===== config.mk =====
export PLATFORM = sky130hd
export DESIGN_NAME = shape_pixel_streamer
export DESIGN_NICKNAME = d
export VERILOG_FILES = /design/src/rtl/shape_pkg.sv /design/src/rtl/raster_counter.sv /design/src/rtl/shape_pixel_streamer.sv
export SDC_FILE = /design/constraint.sdc
export NUM_CORES = 1
export LEC_CHECK = 0
export CAP_MARGIN = 20
export CELL_PAD_IN_SITES_DETAIL_PLACEMENT = 0
export CELL_PAD_IN_SITES_GLOBAL_PLACEMENT = 2
export CORE_MARGIN = 2
export CORE_UTILIZATION = 30
export CTS_CLUSTER_DIAMETER = 40
export DETAILED_ROUTE_END_ITERATION = 10
export PLACE_DENSITY = 0.87
export SETUP_SLACK_MARGIN = 0.02
export SLEW_MARGIN = 20
export SYNTH_ARGS = -nofsm -noshare
export SYNTH_HDL_FRONTEND = slang
export SYNTH_HIERARCHICAL = 1
export SYNTH_SLANG_ARGS = --single-unit
export TNS_END_PERCENT = 100

===== constraint.sdc =====
create_clock -name clk -period 4.5 [get_ports clk]
set_input_delay 1.35 -clock clk [delete_from_list [all_inputs] [get_ports clk]]
set_output_delay 1.35 -clock clk [all_outputs]
set_load 0.005 [all_outputs]

===== src/rtl/shape_pkg.sv =====
// Shared types for the shape bitmap reader: bitmap geometry, bitmap types and streamer states.
package shape_pkg;

  localparam int unsigned SHAPE_W = 25;
  localparam int unsigned SHAPE_H = 25;

  typedef logic [SHAPE_W-1:0] shape_row_t;
  typedef shape_row_t [0:SHAPE_H-1] shape_t;

  typedef enum logic [1:0] {
    IDLE,
    STREAM,
    DONE
  } stream_state_t;

endpackage


===== src/rtl/raster_counter.sv =====
// Raster-order x/y counter: x advances on enable, wraps at X_LAST and carries into y.
// last flags the final coordinate of the frame.
module raster_counter #(
  parameter int unsigned CW     = 6,
  parameter int unsigned X_LAST = 24,
  parameter int unsigned Y_LAST = 24
) (
  input  logic          clk,
  input  logic          reset,
  input  logic          clear,
  input  logic          en,
  output logic [CW-1:0] x,
  output logic [CW-1:0] y,
  output logic          last
);

  logic x_end;
  logic y_end;

  assign x_end = (x == CW'(X_LAST));
  assign y_end = (y == CW'(Y_LAST));
  assign last  = x_end & y_end;

  // Coordinate registers; the final beat wraps both axes back to the origin.
  always_ff @(posedge clk) begin
    if (reset || clear) begin
      x <= '0;
      y <= '0;
    end else if (en) begin
      if (x_end) begin
        x <= '0;
        y <= y_end ? '0 : y + 1'b1;
      end else begin
        x <= x + 1'b1;
      end
    end
  end

endmodule


===== src/rtl/shape_pixel_streamer.sv =====
// Captures one shape bitmap on start and serialises it as a raster-order valid/ready pixel
// stream. Optional build macro SHAPE_SCALE2_EN doubles both output dimensions so each
// bitmap bit is emitted as a 2x2 block.
module shape_pixel_streamer #(
  parameter int unsigned SHAPE_W        = shape_pkg::SHAPE_W,
  parameter int unsigned SHAPE_H        = shape_pkg::SHAPE_H,
  parameter bit          INK_ACTIVE_LOW = 1'b1
) (
  input  logic               clk,
  input  logic               reset,
  input  logic [SHAPE_W-1:0] ishape [0:SHAPE_H-1],
  input  logic               start,
  output logic               busy,
  output logic               done,
  output logic               pix_valid,
  input  logic               pix_ready,
  output logic               pix_ink,
  output logic [5:0]         pix_x,
  output logic [5:0]         pix_y,
  output logic               pix_last
);

  import shape_pkg::*;

`ifdef SHAPE_SCALE2_EN
  localparam int unsigned SCALE_SH = 1;
`else
  localparam int unsigned SCALE_SH = 0;
`endif

  localparam int unsigned OUT_W = SHAPE_W << SCALE_SH;
  localparam int unsigned OUT_H = SHAPE_H << SCALE_SH;
  localparam int unsigned XW    = $clog2(SHAPE_W);
  localparam int unsigned YW    = $clog2(SHAPE_H);

  stream_state_t      state_q, state_d;
  logic [SHAPE_W-1:0] shape_q [0:SHAPE_H-1];
  logic               cnt_clear;
  logic               cnt_en;
  logic               cnt_last;
  logic [5:0]         src_x;
  logic [5:0]         src_y;
  logic [XW-1:0]      col_idx;
  logic [YW-1:0]      row_idx;
  logic [SHAPE_W-1:0] row_bits;

  raster_counter #(
    .CW     (6),
    .X_LAST (OUT_W - 1),
    .Y_LAST (OUT_H - 1)
  ) u_raster_counter (
    .clk   (clk),
    .reset (reset),
    .clear (cnt_clear),
    .en    (cnt_en),
    .x     (pix_x),
    .y     (pix_y),
    .last  (cnt_last)
  );

  // State register.
  always_ff @(posedge clk) begin
    if (reset) begin
      state_q <= IDLE;
    end else begin
      state_q <= state_d;
    end
  end

  // Bitmap snapshot; later ishape changes cannot disturb a frame in flight.
  always_ff @(posedge clk) begin
    if (reset) begin
      shape_q <= '{default: '1};
    end else if (state_q == IDLE && start) begin
      shape_q <= ishape;
    end
  end

  // Next-state and counter control; start outside IDLE is dropped, not queued.
  always_comb begin
    state_d   = state_q;
    cnt_clear = 1'b0;
    cnt_en    = 1'b0;
    case (state_q)
      IDLE: begin
        if (start) begin
          cnt_clear = 1'b1;
          state_d   = STREAM;
        end
      end
      STREAM: begin
        if (pix_ready) begin
          cnt_en = 1'b1;
          if (cnt_last) begin
            state_d = DONE;
          end
        end
      end
      DONE:    state_d = IDLE;
      default: state_d = IDLE;
    endcase
  end

  // Source bit lookup from registered coordinates, so ink holds steady during a stall.
  always_comb begin
    src_x    = pix_x >> SCALE_SH;
    src_y    = pix_y >> SCALE_SH;
    col_idx  = XW'(6'(SHAPE_W - 1) - src_x);
    row_idx  = YW'(src_y);
    row_bits = shape_q[row_idx];
  end

  // Status and beat qualifiers; ink and last are masked outside STREAM.
  always_comb begin
    busy      = (state_q != IDLE);
    done      = (state_q == DONE);
    pix_valid = (state_q == STREAM);
    pix_last  = pix_valid & cnt_last;
    pix_ink   = pix_valid & (row_bits[col_idx] ^ INK_ACTIVE_LOW);
  end

endmodule

# Word-level counts from Yosys, hierarchy flattened
# Cells that the tools add are included.
[word_totals] out_inout_bits=17 reg_bits=639
[classes] magnitude_cmp=2 n_mux=15 reduce_logical=6 bitwise_logic=5 add_sub_neg=3 eq_ne=7
[ops] cell="$bmux 25 s5" n=1
[ops] cell="$mux 25" n=2
[ops] cell="$add 6x1->6 const B" n=2
[ops] cell="$eq 6x5->1 const B" n=2
[ops] cell="$mux 6" n=2
[ops] cell="$ge 6x6->1 const B" n=1
[ops] cell="$lt 5x6->1 const B" n=1
[ops] cell="$mux 2" n=3
[ops] cell="$not 5->6" n=1
[ops] cell="$bmux 1 s5" n=1
[ops] cell="$mux 1" n=5
[ops] cell="$sub 5x5->5 const A" n=1
[ops] cell="$ne 2x1->1 const B" n=2
[ops] cell="$pmux 2 s2" n=1
[ops] cell="$and 1x1->1" n=3
[ops] cell="$reduce_and 3->1" n=1
[ops] cell="$eq 2x1->1 const B" n=1
[ops] cell="$eq 2x2->1 const B" n=1
[ops] cell="$logic_not 2->1" n=1
[ops] cell="$ne 2x2->1 const B" n=1
[ops] cell="$reduce_and 2->1" n=1
[ops] cell="$reduce_bool 2->1" n=1
[ops] cell="$logic_and 1x1->1" n=1
[ops] cell="$logic_or 1x1->1" n=1
[ops] cell="$not 1->1" n=1

# Longest topological paths before layout
# Gate-level depths: netlist of run 1.
[depth] word_depth=8 mapped_depth=12

# Hierarchy
# Netlist of run 1, hierarchy kept.
[by_module_without_submodules] module="shape_pixel_streamer" n_inst=1 cells_each=3150 area_each_um2=28038.1
[by_module_without_submodules] module="raster_counter" n_inst=1 cells_each=75 area_each_um2=660.6

# Worst setup path after synthesis of run 1
# OpenSTA, ideal clock, no wires.
[synth_path] kind="reg-to-output" from="register u_raster_counter.x[0]" to="output port pix_ink" stages_incl_launch_ff=11 arrival_ns=2.602 path_slack_ns=0.548 required_ns=3.150 path_cell_list="dfxtp_1 -> clkbuf_1 -> clkinv_1 -> clkbuf_1 -> ha_1 -> xor2_1 -> nor2_1 -> nand4_1 -> nand3_1 -> or4_4 -> o211ai_2"
[synth_via] elab_chain_cells=5
[synth_rtl] element="start: declaration" line_no="raster_counter.sv:12" source="output logic [CW-1:0] x,"
[synth_rtl] element="start signal: assignment" line_no="raster_counter.sv:34" source="x <= x + 1'b1;"
[synth_rtl] element="$sub 5x5->5" line_no="shape_pixel_streamer.sv:108" source="col_idx = XW'(6'(SHAPE_W - 1) - src_x);"
[synth_rtl] element="$bmux 1 s5" line_no="shape_pixel_streamer.sv:119" source="pix_ink = pix_valid & (row_bits[col_idx] ^ INK_ACTIVE_LOW);"
[synth_rtl] element="$mux 1 (implied by the code)" line_no="shape_pixel_streamer.sv:119"
[synth_rtl] element="$not 1->1 (no source line)"
[synth_rtl] element="$and 1x1->1" line_no="shape_pixel_streamer.sv:119"
[synth_rtl] element="end: declaration" line_no="shape_pixel_streamer.sv:17" source="output logic pix_ink,"
# No other way between the ends. The select of a mux whose other input is x is not followed.

# Worst setup path in the final report of run 1
[layout_path] from="register u_raster_counter.y[0]" to="output port pix_ink"
[layout_via] elab_chain_cells=8
[layout_rtl] element="start: declaration" line_no="raster_counter.sv:13" source="output logic [CW-1:0] y,"
[layout_rtl] element="start signal: assignment" line_no="raster_counter.sv:32" source="y <= y_end ? '0 : y + 1'b1;"
[layout_rtl] element="$not 5->6 (implied by the code)" line_no="shape_pixel_streamer.sv:110" source="row_bits = shape_q[row_idx];"
[layout_rtl] element="$bmux 25 s5" line_no="shape_pixel_streamer.sv:110"
[layout_rtl] element="$mux 25 (implied by the code) (2 in a row)" line_no="shape_pixel_streamer.sv:110"
[layout_rtl] element="$bmux 1 s5" line_no="shape_pixel_streamer.sv:119"
[layout_rtl] element="$mux 1 (implied by the code)" line_no="shape_pixel_streamer.sv:119"
[layout_rtl] element="$not 1->1 (no source line)"
[layout_rtl] element="$and 1x1->1" line_no="shape_pixel_streamer.sv:119"
# No other way between the ends. The select of a mux whose other input is x is not followed.

==> results.sh, run 1 <==
export IMPL_drc=0
export IMPL_reg2reg_from="state_q[0]$_SDFFE_PP0P_"
export IMPL_vias_per_cell=5.06
export IMPL_preCtsSetupSlack_ns=-0.361
export IMPL_die_area_um2=98200
export IMPL_max_vdd_ir_drop_mv=0.330
export IMPL_vias=26500
export IMPL_grt_pass1_wl_um=181000
export IMPL_placed_cells=4982
export IMPL_maxCapViolations=0
export IMPL_met1_usage_pct=33.1
export IMPL_area_growth_pct=44.4
export IMPL_core_um2=94900
export IMPL_worst_pin_slew_ns=1.12
export IMPL_drt_first_pass_iters=7
export IMPL_drv_slew=0
export IMPL_post_route_util_pct=43.7
export IMPL_postSynthAreaPerCell_um2=8.90
export IMPL_gr_usage_met3_pct=6.19
export IMPL_initial_core_util_pct=30.3
export IMPL_crit_start="u_raster_counter/y[0]$_SDFFE_PP0P_"
export IMPL_htree_levels=3
export IMPL_cp_required_ns=3.15
export IMPL_clockBufferDepth=3
export IMPL_netlist_instances=3225
export IMPL_insertion_delay_ns=0.68
export IMPL_cts_root_buf="clkbuf_16"
export IMPL_fin_crit_sh_pct=111
export IMPL_synth_net_count=3859
export IMPL_failed_checks="negative setup slack"
export IMPL_rows=113
export IMPL_cts_buffers=115
export IMPL_overflow=0
export IMPL_cts_num_sinks=639
export IMPL_multi_input_area_um2=14900
export IMPL_ant_nets=0
export IMPL_grtUsageTotal_pct=25.2
export IMPL_ys_seq_area_share_pct=44.6
export IMPL_grt_busiest_layer="met2"
export IMPL_critPathKind="flop to primary output"
export IMPL_first_global_vias=26200
export IMPL_hold_start="shape_q[448]$_SDFFE_PP1P_"
export IMPL_synth_edf_count=0
export IMPL_antenna_found_initial=35
export IMPL_yosys_warnings=6
export IMPL_stdcell_area_um2=41400
export IMPL_cp_max_fo=8
export IMPL_synth_async_reset_ratio_pct=0
export IMPL_cts_tree="done"
export IMPL_gp_congestion=0.893
export IMPL_dieHeight_um=313
export IMPL_port_buffers=645
export IMPL_power_density_nw_per_um2=433
export IMPL_ys_flop_type="dfxtp_1"
export IMPL_nNetsFinal=4488
export IMPL_fin_skew_ns=0.0475
export IMPL_drive_gt1_share_pct=13.4
export IMPL_ios=646
export IMPL_finalCriticalPeriod_ns=4.98
export IMPL_ys_ff_latch=639
export IMPL_hold_buffers=0
export IMPL_register_area_um2=12800
export IMPL_p_leak_uw=0.0167
export IMPL_grt_max_degree=190
export IMPL_path_clk_slew_ns=0.06
export IMPL_setup_violations_final=1
export IMPL_synth_cell_types=60
export IMPL_slew_headroom_pct=25.3
export IMPL_drt_total_wl_um=128000
export IMPL_worst_slack_ns=-0.484
export IMPL_hpwl_um=96300
export IMPL_grt_use_met2_pct=38.6
export IMPL_fmax_ghz=0.201
export IMPL_drtIter0Drc=2276
export IMPL_finalPower_uw=17900
export IMPL_cp_end_kind="primary output"
export IMPL_placed_cell_area_um2=36900
export IMPL_crit_path_start_kind="flop"
export IMPL_netlist_area_um2=28700
export IMPL_die_x_um=313
export IMPL_hold_violations=0
export IMPL_rsz0062_at_grt="true"
export IMPL_cp_arrival_ns=3.63
export IMPL_fin_cells=5227
export IMPL_post_drt_wl_per_cell_um=24.6
export IMPL_nFillCells=9211
export IMPL_hp_class="flop to flop"
export IMPL_status="finished, violations left"
==> critical path: stages (launching register included) <==
cell	delay, ns
dfxtp_4	0.49
buf_6	0.17
mux4_2	0.50
mux4_2	0.52
o21ai_1	0.14
a211oi_1	0.08
or4_4	0.54
o211ai_4	0.33
buf_2	0.18
==> layer usage <==
layer | share of wire, % | routed length (um) | vias up
li1 | - | - | 12300
met1 | 42 | 54300 | 12800
met2 | 44 | 56700 | 1013
met3 | 7.8 | 10000 | 300
met4 | 5.5 | 7020 | 42
met5 | 0.21 | 272 | -
==> power by group <==
part           internal [uW]  leakage, uW  total, uW  switching [uW]
combinational           1120      0.00935       2200            1090
clock                   5900      0.00198       9200            3300
sequential              6140      0.00532       6530             389
total                  13200       0.0167      17900            4770
==> metrics by stage <==
stage,setup TNS [ns],hold slack [ns]
after CTS,-0.567,0.462
after global routing,-0.552,0.472
after floorplan,0,0.429
after global placement,-0.382,0.442
final,-0.484,0.461
after detailed placement,-0.361,0.449
==> synthesized netlist by cell type (9+ instances only) <==
library cell     n  area [um2]
buf_4            9        67.6
a21oi_1         28         140
nor2_1          18        67.6
o21ai_0         11        55.1
buf_1           15        56.3
mux4_2         150        3380
buf_2           24         120
dfxtp_1        639       12800
nor3_1           9        45.0
nand3b_1       629        4720
mux2i_1         23         230
nand2_1       1284        4820
clkbuf_1       211         792
a22oi_1         32         240
nand3_1         15        75.1
==> layout by cell type, fill, tap and decap left out, types with 22 or more instances in the layout <==
cell type        count
a21oi_1             28
a22oi_1             29
buf_12              25
buf_4               89
clkbuf_16          120
clkdlybuf4s50_1    642
dfxtp_1            634
mux2i_1             22
mux4_2             150
nand2_1           1283
nand3b_1           629
==> kinds of logic (layout without fill, tap and decap cells) <==
group / count (synthesis) / count (layout) / synth area share [%]
xor+xnor: 8 / 8 / 0.244
flops: 639 / 639 / 44.6
fa+ha+maj: 5 / 5 / 0.218
other cells: 0 / 10 / 0
buf+inv: 277 / 1004 / 4.05
simple gates: 1990 / 1990 / 34.8
compound gates: 121 / 121 / 2.88
mux: 185 / 185 / 13.2
==> state kept, by name, summed over array words and instances, names as in the netlist <==
| name | count |
|---|---|
| u_raster_counter/y | 6 |
| shape_q | 625 |
| state_q | 2 |
| u_raster_counter/x | 6 |
==> final cells by class <==
class	count	share of cell area [%]
diodes	10	0.0604
clock buffers	131	7.52
clock inverters	84	2.46
inverters	10	0.109
multi-input cells	2309	35.9
flip-flops and latches	639	30.9
well taps	1265	3.82
repair buffers	779	19.3
==> repair_timing <==
item,CTS,global route
pin swaps,8,4
setup buffers,14,1
gates resized for setup,29,11
setup endpoints to repair,1,2
gates cloned,5,0
==> path summary, 6_finish.rpt <==
kind	to	slack, ns	cells past startpoint
max reg2reg	u_raster_counter/y[0]$_SDFFE_PP0P_	1.80	6
max	pix_ink	-0.48	8
min	shape_q[448]$_SDFFE_PP1P_	0.46	2
min reg2reg	shape_q[448]$_SDFFE_PP1P_	0.46	2
(Power assumes the default switching activity.)
==> inputs of run 2 (changes only) <==
--- a/config.mk
+++ b/config.mk
@@ -12,7 +12,8 @@
 export CORE_UTILIZATION = 30
 export CTS_CLUSTER_DIAMETER = 40
 export DETAILED_ROUTE_END_ITERATION = 10
-export PLACE_DENSITY = 0.87
+export DONT_BUFFER_PORTS = 1
+export PLACE_DENSITY = 0.72
 export SETUP_SLACK_MARGIN = 0.02
 export SLEW_MARGIN = 20
 export SYNTH_ARGS = -nofsm -noshare
==> run 2 against run 1 <==
The run ends with max-slew violations, negative setup slack left. Hold slack better by 0.0017 ns. Register-to-register slack about the same. Maximum frequency up 3.3%. Setup slack better by 0.16 ns. Critical path type unchanged. Power down 4.3%. Highest routed layer unchanged. Utilization down 7.2 points. Global-route usage down 1.4 points. Clock power down 1%.
==> results.sh, run 2 (same netlist as run 1, synthesis figures left out) <==
export IMPL_hold_start="shape_q[248]$_SDFFE_PP1P_"
export IMPL_crit_path_start_kind="flop"
export IMPL_ant_nets=0
export IMPL_overflow=0
export IMPL_fin_skew_ns=0.0298
export IMPL_post_route_util_pct=36.5
export IMPL_critPathKind="flop to primary output"
export IMPL_hold_buffers=0
export IMPL_holdPathEnd="shape_q[248]$_SDFFE_PP1P_"
export IMPL_drive_gt1_share_pct=15.0
export IMPL_drtIter0Drc=2138
export IMPL_die_x_um=313
export IMPL_grt_pass1_wl_um=169000
export IMPL_drt_first_pass_iters=5
export IMPL_finalPower_uw=17200
export IMPL_p_leak_uw=0.0139
export IMPL_power_density_nw_per_um2=495
export IMPL_path_clk_slew_ns=0.05
export IMPL_cts_tree="done"
export IMPL_layout_common_cells="1,283 x nand2_1, 633 x dfxtp_1, 629 x nand3b_1, 150 x mux4_2, 116 x clkbuf_16"
export IMPL_reg_top3="shape_q (625), u_raster_counter/x (6), u_raster_counter/y (6)"
export IMPL_finalCriticalPeriod_ns=4.82
export IMPL_area_growth_pct=20.7
export IMPL_hpwl_um=88500
export IMPL_fin_cells=4557
export IMPL_worst_hold_slack_ns=0.462
export IMPL_drt_total_wl_um=122000
export IMPL_worst_pin_slew_ns=3.11
export IMPL_final_common_cell="nand2_1"
export IMPL_clockBufferDepth=3
export IMPL_fmax_ghz=0.207
export IMPL_worst_slack_ns=-0.323
export IMPL_cp_arrival_ns=3.47
export IMPL_fin_crit_sh_pct=107
export IMPL_nFillCells=9690
export IMPL_placed_cell_area_um2=29900
export IMPL_vias_per_cell=5.14
export IMPL_drv_slew=439
export IMPL_max_vdd_ir_drop_mv=0.272
export IMPL_first_global_vias=22900
export IMPL_r2r_slack_ns=1.79
export IMPL_status="finished, violations left"
export IMPL_maxCapViolations=0
export IMPL_hold_violations=0
export IMPL_setup_violations_final=6
export IMPL_cp_end_kind="primary output"
export IMPL_rsz0062_at_grt="true"
export IMPL_slew_headroom_pct=-107
export IMPL_grtUsageTotal_pct=23.8
export IMPL_core_um2=94900
export IMPL_cts_root_buf="clkbuf_16"
export IMPL_initial_core_util_pct=30.3
export IMPL_die_area_um2=98200
export IMPL_cp_required_ns=3.15
export IMPL_post_drt_wl_per_cell_um=26.8
export IMPL_largest_register_ffs=625
export IMPL_placed_cells=4289
export IMPL_nNetsFinal=3805
export IMPL_drc=0
export IMPL_port_buffers=0
export IMPL_cp_max_fo=4
export IMPL_insertion_delay_ns=0.70
export IMPL_failed_checks="max-slew violations, negative setup slack"
export IMPL_antenna_found_initial=37
export IMPL_ff2ff_path_depth=5
export IMPL_min_path_cells=2
export IMPL_rows=113
export IMPL_top_register="shape_q"
export IMPL_gp_congestion=0.835
export IMPL_cts_num_sinks=639
export IMPL_stdcell_area_um2=34600
export IMPL_reg2reg_from="state_q[0]$_SDFFE_PP0P_"
export IMPL_grt_max_degree=633
export IMPL_hp_class="flop to flop"
export IMPL_worstReg2RegEnd="u_raster_counter/y[3]$_SDFFE_PP0P_"
export IMPL_vias=23400
export IMPL_cts_buffers=114
export IMPL_htree_levels=3
export IMPL_ios=646
export IMPL_dieHeight_um=313
-- run 2: cell count changes in the layout (fill, tap and decap cells not counted), moves of 3 or more --
| cell | previous run | this run |
|---|---|---|
| clkbuf_16 | 120 | 116 |
| clkinv_2 | 15 | 9 |
| clkbuf_8 | 7 | 19 |
| buf_4 | 89 | 58 |
| a22oi_1 | 29 | 25 |
| diode_2 | 10 | 21 |
| inv_6 | 18 | 10 |
| mux2i_2 | 0 | 3 |
| buf_12 | 25 | 16 |
| clkbuf_1 | 4 | 14 |
| a22oi_2 | 3 | 7 |
| clkdlybuf4s50_1 | 642 | 0 |
| clkinv_8 | 1 | 5 |
| clkinv_4 | 11 | 6 |
-- run 2: how the worst max path moves through the flow --
stage,startpoint,end,slack (ns),depth (start not counted)
after global routing,u_raster_counter/y[0]$_SDFFE_PP0P_,pix_ink,-0.41,10
after global placement,u_raster_counter/y[0]$_SDFFE_PP0P_,pix_ink,0.17,9
after floorplan,u_raster_counter/x[0]$_SDFFE_PP0P_,pix_ink,0.55,10
after detailed placement,u_raster_counter/y[0]$_SDFFE_PP0P_,pix_ink,0.12,9
final,u_raster_counter/y[0]$_SDFFE_PP0P_,pix_ink,-0.32,10
after CTS,u_raster_counter/y[0]$_SDFFE_PP0P_,pix_ink,-0.39,9
-- run 2: area by class of cell --
class | count | area, um2 | area share (%)
Tap cell | 1265 | 1580 | 4.57
Inverter | 10 | 45.0 | 0.130
Timing Repair Buffer | 97 | 1170 | 3.37
Clock inverter | 69 | 930 | 2.68
Antenna cell | 21 | 52.6 | 0.152
Clock buffer | 147 | 3170 | 9.14
Multi-Input combinational cell | 2309 | 14900 | 43.0
Sequential cell | 639 | 12800 | 37.0
-- run 2: report_power, final --
| part | switching [uW] | internal (uW) | leakage (uW) |
|---|---|---|---|
| Sequential | 361 | 6140 | 0.00532 |
| Combinational | 892 | 644 | 0.00659 |
| Clock | 3240 | 5870 | 0.00195 |
| Total | 4490 | 12700 | 0.0139 |
-- run 2: metal layers --
layer / global-route usage [%] / part of all wire (%)
met1: 31.2 / 43
met2: 37.0 / 46
met3: 7.30 / 8.1
met4: 8.56 / 2.8
met5: 0 / 0.14
-- run 2: critical path: stages, from the launching register on --
cell	delay (ns)
dfxtp_4	0.35
buf_6	0.12
buf_12	0.14
buf_6	0.12
buf_6	0.11
mux4_2	0.34
mux4_2	0.54
o21ai_2	0.15
a211oi_2	0.08
or4_4	0.56
o211ai_4	0.29
-- run 2: timing repair --
action | 4_1_cts | 5_1_grt
gates cloned | 3 | 2
endpoints found under the setup margin | 1 | 1
pin swaps | 7 | 8
resized for setup | 24 | 26
setup buffers | 13 | 13
-- run 2: per-stage QoR --
| step | setup TNS (ns) | worst slack, ns |
|---|---|---|
| 5_1_grt | -0.414 | -0.414 |
| 4_1_cts | -0.388 | -0.388 |
| 2_1_floorplan | 0 | 0.548 |
| 6_report | -0.525 | -0.323 |
| 3_3_place_gp | 0 | 0.171 |
| 3_5_place_dp | 0 | 0.116 |
==> inputs of run 3 (changes only) <==
--- a/config.mk
+++ b/config.mk
@@ -5,7 +5,6 @@
 export SDC_FILE = /design/constraint.sdc
 export NUM_CORES = 1
 export LEC_CHECK = 0
-export CAP_MARGIN = 20
 export CELL_PAD_IN_SITES_DETAIL_PLACEMENT = 0
 export CELL_PAD_IN_SITES_GLOBAL_PLACEMENT = 2
 export CORE_MARGIN = 2
@@ -13,6 +12,7 @@
 export CTS_CLUSTER_DIAMETER = 40
 export DETAILED_ROUTE_END_ITERATION = 10
 export DONT_BUFFER_PORTS = 1
+export GPL_ROUTABILITY_DRIVEN = 0
 export PLACE_DENSITY = 0.72
 export SETUP_SLACK_MARGIN = 0.02
 export SLEW_MARGIN = 20
==> results of run 3 <==
Same layout as run 2: the final DEF is identical, and so are final timing and power.
